`src/rtl/fetch_pkg.sv`:
```
// fetch_pkg: constants and entry type shared by the fetch queue and decode
package fetch_pkg;
  localparam logic [31:0] NOP_INSTR = 32'h00000013;
  localparam int FQ_DEPTH = 4;
  typedef struct packed {
    logic [31:0] pc;
    logic [31:0] instr;
  } fetch_entry_t;
endpackage

```
`src/rtl/fetch_queue.sv`:
```
// fetch_queue: FIFO of fetched (pc, instr) pairs between fetch and decode, flushed on redirect
module fetch_queue
  import fetch_pkg::*;
#(
  parameter int DEPTH = FQ_DEPTH,
  parameter int PTR_W = $clog2(DEPTH),
  parameter logic [31:0] NOP = NOP_INSTR
) (
  input  logic             clock,
  input  logic             reset,
  input  logic             flush,
  input  logic             enq_valid,
  input  logic [31:0]      enq_pc,
  input  logic [31:0]      enq_instr,
  output logic             enq_ready,
  output logic             deq_valid,
  output logic [31:0]      deq_pc,
  output logic [31:0]      deq_instr,
  input  logic             deq_ready,
  output logic [PTR_W:0]   count
);
  fetch_entry_t mem [DEPTH];
  logic [PTR_W-1:0] rd_ptr, wr_ptr;
  logic enq, deq;
  // ready comes from count alone, so a full queue never accepts even while draining
  assign enq_ready = count != (PTR_W+1)'(DEPTH);
  assign deq_valid = count != '0;
  assign enq = enq_valid & enq_ready & ~flush;
  assign deq = deq_valid & deq_ready & ~flush;
  assign deq_pc = deq_valid ? mem[rd_ptr].pc : '0;
  assign deq_instr = deq_valid ? mem[rd_ptr].instr : NOP;
  always_ff @(posedge clock)
    if (enq) mem[wr_ptr] <= '{pc: enq_pc, instr: enq_instr};
  always_ff @(posedge clock or posedge reset)
    if (reset) begin
      rd_ptr <= '0;
      wr_ptr <= '0;
      count  <= '0;
    end else if (flush) begin
      rd_ptr <= '0;
      wr_ptr <= '0;
      count  <= '0;
    end else begin
      rd_ptr <= deq ? rd_ptr + PTR_W'(1) : rd_ptr;
      wr_ptr <= enq ? wr_ptr + PTR_W'(1) : wr_ptr;
      count  <= count + (PTR_W+1)'(enq) - (PTR_W+1)'(deq);
    end
endmodule
```
`config.mk`:
```
export PLATFORM = sky130hd
export DESIGN_NAME = fetch_queue
export DESIGN_NICKNAME = d
export VERILOG_FILES = /design/src/rtl/fetch_pkg.sv /design/src/rtl/fetch_queue.sv
export SDC_FILE = /design/constraint.sdc
export NUM_CORES = 1
export LEC_CHECK = 0
export BUFFER_PORTS_ARGS = -buffer_cell sky130_fd_sc_hd__buf_2
export CORE_ASPECT_RATIO = 0.7
export CORE_MARGIN = 2
export CORE_UTILIZATION = 57
export DETAILED_ROUTE_END_ITERATION = 6
export GPL_TIMING_DRIVEN = 1
export PLACE_DENSITY = 0.79
export SYNTH_ARGS = -nofsm -noshare
export SYNTH_HDL_FRONTEND = slang
export SYNTH_SLANG_ARGS = --single-unit
export TNS_END_PERCENT = 30
```
`constraint.sdc`:
```
create_clock -name clock -period 3.85 [get_ports clock]
set_input_delay 0.77 -clock clock [delete_from_list [all_inputs] [get_ports clock]]
set_output_delay 0.77 -clock clock [all_outputs]
set_load 0.03 [all_outputs]
```
* After elaboration in Yosys (flattened, before gate mapping)
Memory sizes are Yosys's and may differ from the RTL's. Cells that the tools add are included. Widths: inputs -> output; s select.
Word-level totals: flip-flop bits (word level) 7, bits in writable memories 256, input bits 69, output and inout port bits 69, word-level logic and storage cells 26, memories 1
Memory list:
- mem | depth 4, bits a word 64, rd ports 1, clocked after memory_dff 0, write ports 1, line fetch_queue.sv:22 | fetch_entry_t mem [DEPTH];
Operators by class: add/subtract/negate cells 4, equality and inequality tests 1, multiplexer cells 9, bitwise gates (word level) 5, reduce and logical (&&, ||, !) cells 3
Operator list (number):
- $mux 32 | 2
- $mux 2 | 4
- $add 2x1->2 const B | 2
- $and 1x1->1 | 4
- $reduce_bool 2->1 | 2
- $add 3x1->3 | 1
- $mux 3 | 1
- $ne 3x3->1 const B | 1
- $reduce_bool 3->1 | 1
- $sub 3x1->3 | 1
- $mux 1 | 2
- $not 1->1 | 1

* Logic depth before layout (Yosys ltp)
Gate-level depths: netlist of the first run.
word-level depth 6, mapped depth 11, mapped depth without buffers 11

* Least setup slack after synthesis of the first run
No wires, ideal clock.
kind input port to flip-flop, start input flush, end memory mem[0][0] in the netlist's numbering, enable pin, setup time 0.429 ns, arrival time 2.828 ns, required time 3.421 ns, path slack 0.593 ns, stages 3, buffers on the path 1, cells stage by stage clkbuf_1 -> nor3_1 -> and2_1
On the way: longest elaborated chain between the ends 4
RTL lines:
- start, declared | line fetch_queue.sv:11 | input logic flush,
- $not 1->1 | line fetch_queue.sv:28 | assign enq = enq_valid & enq_ready & ~flush;
- $and 1x1->1 | line fetch_queue.sv:28
- $mux 1 | line fetch_queue.sv:33 | if (enq) mem[wr_ptr] <= '{pc: enq_pc, instr: enq_instr};
- $mux 1 (not written as such) | line fetch_queue.sv:33
- end, declared | line fetch_queue.sv:22
Every way passes these cells.

* Worst setup path in the final report of the first run
start register rd_ptr[0], end output deq_instr[22]
On the way: longest elaborated chain between the ends 2
RTL lines:
- start, declared | line fetch_queue.sv:23 | logic [PTR_W-1:0] rd_ptr, wr_ptr;
- start signal, assigned | line fetch_queue.sv:44 | rd_ptr <= deq ? rd_ptr + PTR_W'(1) : rd_ptr;
- $mem_v2 4x64
- $mux 32 | line fetch_queue.sv:31 | assign deq_instr = deq_valid ? mem[rd_ptr].instr : NOP;
- end, declared | line fetch_queue.sv:18 | output logic [31:0] deq_instr,
Every way passes these cells.

==> flow_summary.json, run 1 <==
{
  "first_pass_iters": 5,
  "coreArea_um2": 17270,
  "synth_common_cells": "256 x edfxtp_1, 66 x and2_1, 64 x mux4_2",
  "cts_tree": "built",
  "clock_tree.root_cell": "clkbuf_16",
  "whs_ns": 0.1853,
  "critPathLaunch": "rd_ptr[0]",
  "wl_um": 18120,
  "cp-end-kind": "output port",
  "synth_nets": 532,
  "skew_ns": 0.01000,
  "wl_per_cell_um": 21.11,
  "fmax_mhz": 304.2,
  "netlist_top_cells_area": "edfxtp_1 76%, mux4_2 14%, and2_1 4.1%, dfrtp_1 1.7%, ha_1 0.74%",
  "period_share_pct": 85.38,
  "yosys.area.top_type_share_pct": 75.92,
  "synth.avg_cell_area_um2": 22.21,
  "tns_ns": 0,
  "async_reset_ff_share_pct": 2.662,
  "grt_pass1_vias": 5004,
  "worstReg2RegStart": "count[2]",
  "synthAdderAreaFrac_pct": 0.9391,
  "vias": 4861,
  "cp_max_fo": 21,
  "netlist_area_um2": 10130,
  "crit_type": "reg2out",
  "synthMuxAreaShare_pct": 14.33,
  "grt_usage_pct": 19.67,
  "synth_compound_area_share_pct": 0.2718,
  "cts_inserted_buffers": 25,
  "drt-initial-drc-count": 405,
  "grt_max_degree": 63,
  "cts_hold_buf": 0,
  "synth_edf_count": 256,
  "clock_latency_ns": 0.50,
  "numClockSinks": 263,
  "synth_cells": 456,
  "ir_worst_vdd_mv": 0.4718,
  "cts_resized": 0,
  "port_buffers": 137,
  "cap_violations": 0,
  "syn2layout_area_growth_pct": 17.57,
  "drcViolationCount": 0,
  "hpwl_um": 10760,
  "yosys.area_share.simple_pct": 5.066,
  "p_total_mw": 8.289,
  "start_util_pct": 58.64,
  "ys_types": 24,
  "postRouteAntennaNets": 0,
  "die_w_um": 163.3,
  "fill_cells": 1123,
  "dieArea_um2": 18860,
  "antenna_found_initial": 2,
  "worst-slew-pin-transition_ns": 1.050,
  "clock_path_buffers": 3,
  "synth_top_family_by_area": "multiplexers",
  "htreeDepth": 1,
  "min_period_ns": 3.287,
  "cts.reportedPaths.clkPinSlew_ns": 0.06,
  "hold_viol": 0,
  "overflow": 0,
  "critPathRequiredTime_ns": 3.08,
  "relSlewSlack_pct": 29.88,
  "drive_above_1_share_pct": 40.32,
  "rsz0062_at_grt": "false",
  "io_pins": 138,
  "hp-class": "in2async",
  "setup_viol": 0,
  "synth_xor_area_share_pct": 0.1730,
  "leakage_nw": 4.118,
  "layout.nets": 683,
  "synth_ff_type": "edfxtp_1",
  "via_per_inst": 5.666,
  "powerDensity_nw_per_um2": 696.3,
  "fp.dieH_um": 115.5,
  "crit_arrival_ns": 2.52,
  "synth-seq-area-share_pct": 77.65,
  "cts_setup_buffers": 0,
  "start_kind": "flip-flop",
  "place.gp.congestion": 0.8155,
  "grt_pass1_wl_um": 27860,
  "drv_slew": 0,
  "yosysWarnings": 0,
  "yosys.area.top_type": "edfxtp_1",
  "status": "finished clean",
  "placementRows": 40,
  "synth_most_common_cell": "edfxtp_1",
  "yosys_register_bits": 263
}
## final cells by class
| type | count | area [um2] | share of cell area (%) |
|---|---|---|---|
| clock buffers | 32 | 661.9 | 5.560 |
| repair buffers | 145 | 820.8 | 6.894 |
| well taps | 231 | 289.0 | 2.428 |
| diodes | 2 | 5.005 | 0.04204 |
| clock inverters | 13 | 112.6 | 0.9459 |
| inverters | 9 | 33.78 | 0.2838 |
| multi-input cells | 163 | 2115 | 17.76 |
| flip-flops and latches | 263 | 7868 | 66.08 |
## worst paths after layout
path                       slack, ns            end  depth (start not counted)
hold / removal                  0.19       count[0]                          2
setup / recovery                0.56  deq_instr[22]                          4
hold reg to reg                 0.62      wr_ptr[1]                          2
setup reg to reg                1.18       count[2]                         11
max in group asynchronous       3.42      rd_ptr[0]                          2
min in group clock              0.48     mem[0][40]                          1
## state kept, by name, indices dropped and copies added, names as in the netlist
name	count
mem	256
rd_ptr	2
wr_ptr	2
count	3
## cell families (layout without fill, tap and decap cells)
group	after synthesis	count (layout)
other cells	0	2
simple gates	84	84
compound gates	5	5
mux	65	65
buf+inv	30	199
flops	263	263
xor+xnor	2	2
fa+ha+maj	7	7
## cells in the final DEF (no fill, tap or decap), types with 4 or more instances in the layout
cell type    n
edfxtp_1   256
buf_2      137
mux4_2      64
and2_1      62
clkbuf_16   25
inv_1        8
ha_1         6
clkinv_2     6
clkbuf_1     6
buf_12       6
nor2_1       5
dfrtp_1      5
and2_4       4
clkinv_1     4
## metrics by stage
step           cell area, um2  util [%]  cells  setup WS (ns)
3_3_place_gp            11130     64.43    811         0.9885
3_5_place_dp            11130     64.43    811         0.8404
5_1_grt                 11900     68.92    856         0.4277
6_report                11910     68.95    858         0.5629
2_1_floorplan           10130         -    456         0.5935
4_1_cts                 11900     68.92    856         0.5111
## routing by layer
metal | part of all wire [%] | track usage (%) | vias to the layer above
met5 | 0.039 | 0 | -
met4 | 1.6 | 3.599 | 2
met3 | 8.5 | 5.369 | 27
met2 | 49 | 33.28 | 164
met1 | 41 | 26.57 | 2534
li1 | - | - | 2134
## worst max-delay path, cell delays in order (launching register included)
cell and delay [ns]:
dfrtp_4 0.71, buf_4 0.36, mux4_2 0.52, and2_1 0.21, buf_2 0.19
## power by group
| part | leakage, nW | total, mW | internal, mW | switching [mW] |
|---|---|---|---|---|
| combinational | 1.32 | 2.55 | 0.957 | 1.59 |
| sequential | 2.41 | 3.44 | 3.31 | 0.130 |
| clock | 0.381 | 2.30 | 1.34 | 0.957 |
| total | 4.12 | 8.29 | 5.61 | 2.68 |
Note: power is estimated with default switching activity, not from simulation.
==> run 2, diff against run 1 <==
CTS_BUF_LIST = sky130_fd_sc_hd__clkbuf_4   (was default)
==> run 2 against run 1 <==
Cell area about the same. First-iteration DRC count increased by 1.2%. Clock skew is 0.0093 ns higher. Sequential share of layout area about the same. Routed wire length grew 1.7%. Worst setup slack worse by 0.14 ns. Non-clock buffer count is 1 higher.
==> flow_summary.json, run 2 (synthesized netlist as in run 1, its figures left out) <==
{
  "status": "finished clean",
  "largest_registers": "mem (256), count (3)",
  "hpwl_um": 10760,
  "min_from": "enq_pc[14]",
  "port_buffers": 137,
  "tns_ns": 0,
  "powerDensity_nw_per_um2": 679.7,
  "critPathRequiredTime_ns": 3.08,
  "fmax_mhz": 291.9,
  "final-seq-area_um2": 7868,
  "drv_slew": 0,
  "cp_top_family": "flip-flops",
  "wl_per_cell_um": 19.93,
  "r2r_cells": 11,
  "coreArea_um2": 17270,
  "syn2layout_area_growth_pct": 17.62,
  "fill_cells": 1150,
  "vias": 5030,
  "min_period_ns": 3.426,
  "io_pins": 138,
  "worst-slew-pin-transition_ns": 1.029,
  "cp_max_fo": 21,
  "leakage_nw": 4.202,
  "first_pass_iters": 6,
  "cts_inserted_buffers": 59,
  "skew_ns": 0.01930,
  "setup_viol": 0,
  "htreeDepth": 2,
  "relSlewSlack_pct": 31.29,
  "placementRows": 40,
  "cts_tree": "built",
  "rr_endpoint": "count[2]",
  "hold_path_end": "mem[2][46]",
  "critical_path.cell_chain": "buf_4, mux4_2, and2_1, buf_2",
  "finalNonFillerCells": 924,
  "whs_ns": 0.3330,
  "drive_above_1_share_pct": 45.15,
  "die_w_um": 163.3,
  "top_register": "mem",
  "max_stage_delay_ns": 0.72,
  "crit_buf_inv": 2,
  "final_cell_mix": "256 x edfxtp_1, 137 x buf_2, 95 x clkbuf_4, 64 x mux4_2, 62 x and2_1",
  "ir_worst_vdd_mv": 0.4135,
  "fp.dieH_um": 115.5,
  "start_util_pct": 58.64,
  "cts_setup_buffers": 0,
  "period_share_pct": 88.99,
  "dpl.cell_count": 811,
  "start_kind": "flip-flop",
  "hold_viol": 0,
  "crit_arrival_ns": 2.66,
  "utilization_pct": 68.98,
  "crit_cells": 4,
  "largest_reg_flops": 256,
  "clock_tree.root_cell": "clkbuf_4",
  "drcViolationCount": 0,
  "antenna_found_initial": 2,
  "grt_pass1_wl_um": 28520,
  "multiInputGateArea_um2": 2115,
  "grt_max_degree": 63,
  "whs_path_depth": 1,
  "layout.nets": 718,
  "wl_um": 18410,
  "grt_pass1_vias": 5356,
  "numClockSinks": 263,
  "overflow": 0,
  "drt-initial-drc-count": 410,
  "grt_usage_pct": 20.38,
  "cap_violations": 0,
  "layout_commonest_cell": "edfxtp_1",
  "worstReg2RegStart": "count[2]",
  "rrSetupSlack_ns": 1.17,
  "clock_latency_ns": 0.64,
  "cp-end-kind": "output port",
  "dieArea_um2": 18860,
  "clock_path_buffers": 3,
  "cp_slowest_cell": "dfrtp_4",
  "via_per_inst": 5.444,
  "postRouteAntennaNets": 0,
  "hp-class": "in2reg",
  "cts.reportedPaths.clkPinSlew_ns": 0.07,
  "place.gp.congestion": 0.8155,
  "crit_type": "reg2out",
  "rsz0062_at_grt": "false"
}
-- run 2: cell types whose count changed in the layout (fill, tap and decap cells not counted), sizes merged --
| cell | before | now |
|---|---|---|
| clkbuf | 32 | 95 |
| clkinv | 10 | 15 |
| bufinv | 2 | 0 |
| clkinvlp | 1 | 0 |
| dlygate4sd3 | 0 | 1 |
-- run 2: routing by layer --
layer  part of all wire (%)  track usage (%)  routed length, um
met3                    9.5            6.908               1758
met1                     40            25.87               7325
met5                  0.038                0                  7
met2                     49            34.06               9110
met4                    1.2            6.136                213
-- run 2: worst max path at each step --
stage               startpoint       endpoint  slack [ns]
floorplan                flush      mem[0][0]        0.59
global placement         flush       count[2]        0.99
detailed placement       flush       count[2]        0.84
CTS                  rd_ptr[0]  deq_instr[22]        0.33
global route         rd_ptr[0]  deq_instr[22]        0.26
finish               rd_ptr[0]  deq_instr[22]        0.42
-- run 2: repair_timing --
item,4_1_cts,5_1_grt
gates resized for setup,0,0
hold buffers,1,0
endpoints found under the hold margin,1,0
-- run 2: where the power goes --
group,switching (mW),internal [mW]
Combinational,1.58,0.958
Clock,1.00,1.11
Sequential,0.129,3.31
Total,2.71,5.38
-- run 2: stage by stage --
stage	setup slack [ns]	total power, mW	cell area (um2)
final	0.4238	8.095	11910
after global routing	0.2573	8.512	11910
after CTS	0.3329	8.206	11910
after detailed placement	0.8404	6.074	11130
after global placement	0.9885	6.023	11130
after floorplan	0.5935	5.343	10130
-- run 2: layout make-up --
cell class,instances,area share (%)
repair buffers,146,6.976
flip-flops and latches,263,66.06
diodes,2,0.04202
well taps,231,2.427
multi-input cells,163,17.75
clock inverters,15,0.4727
clock buffers,95,5.988
inverters,9,0.2836
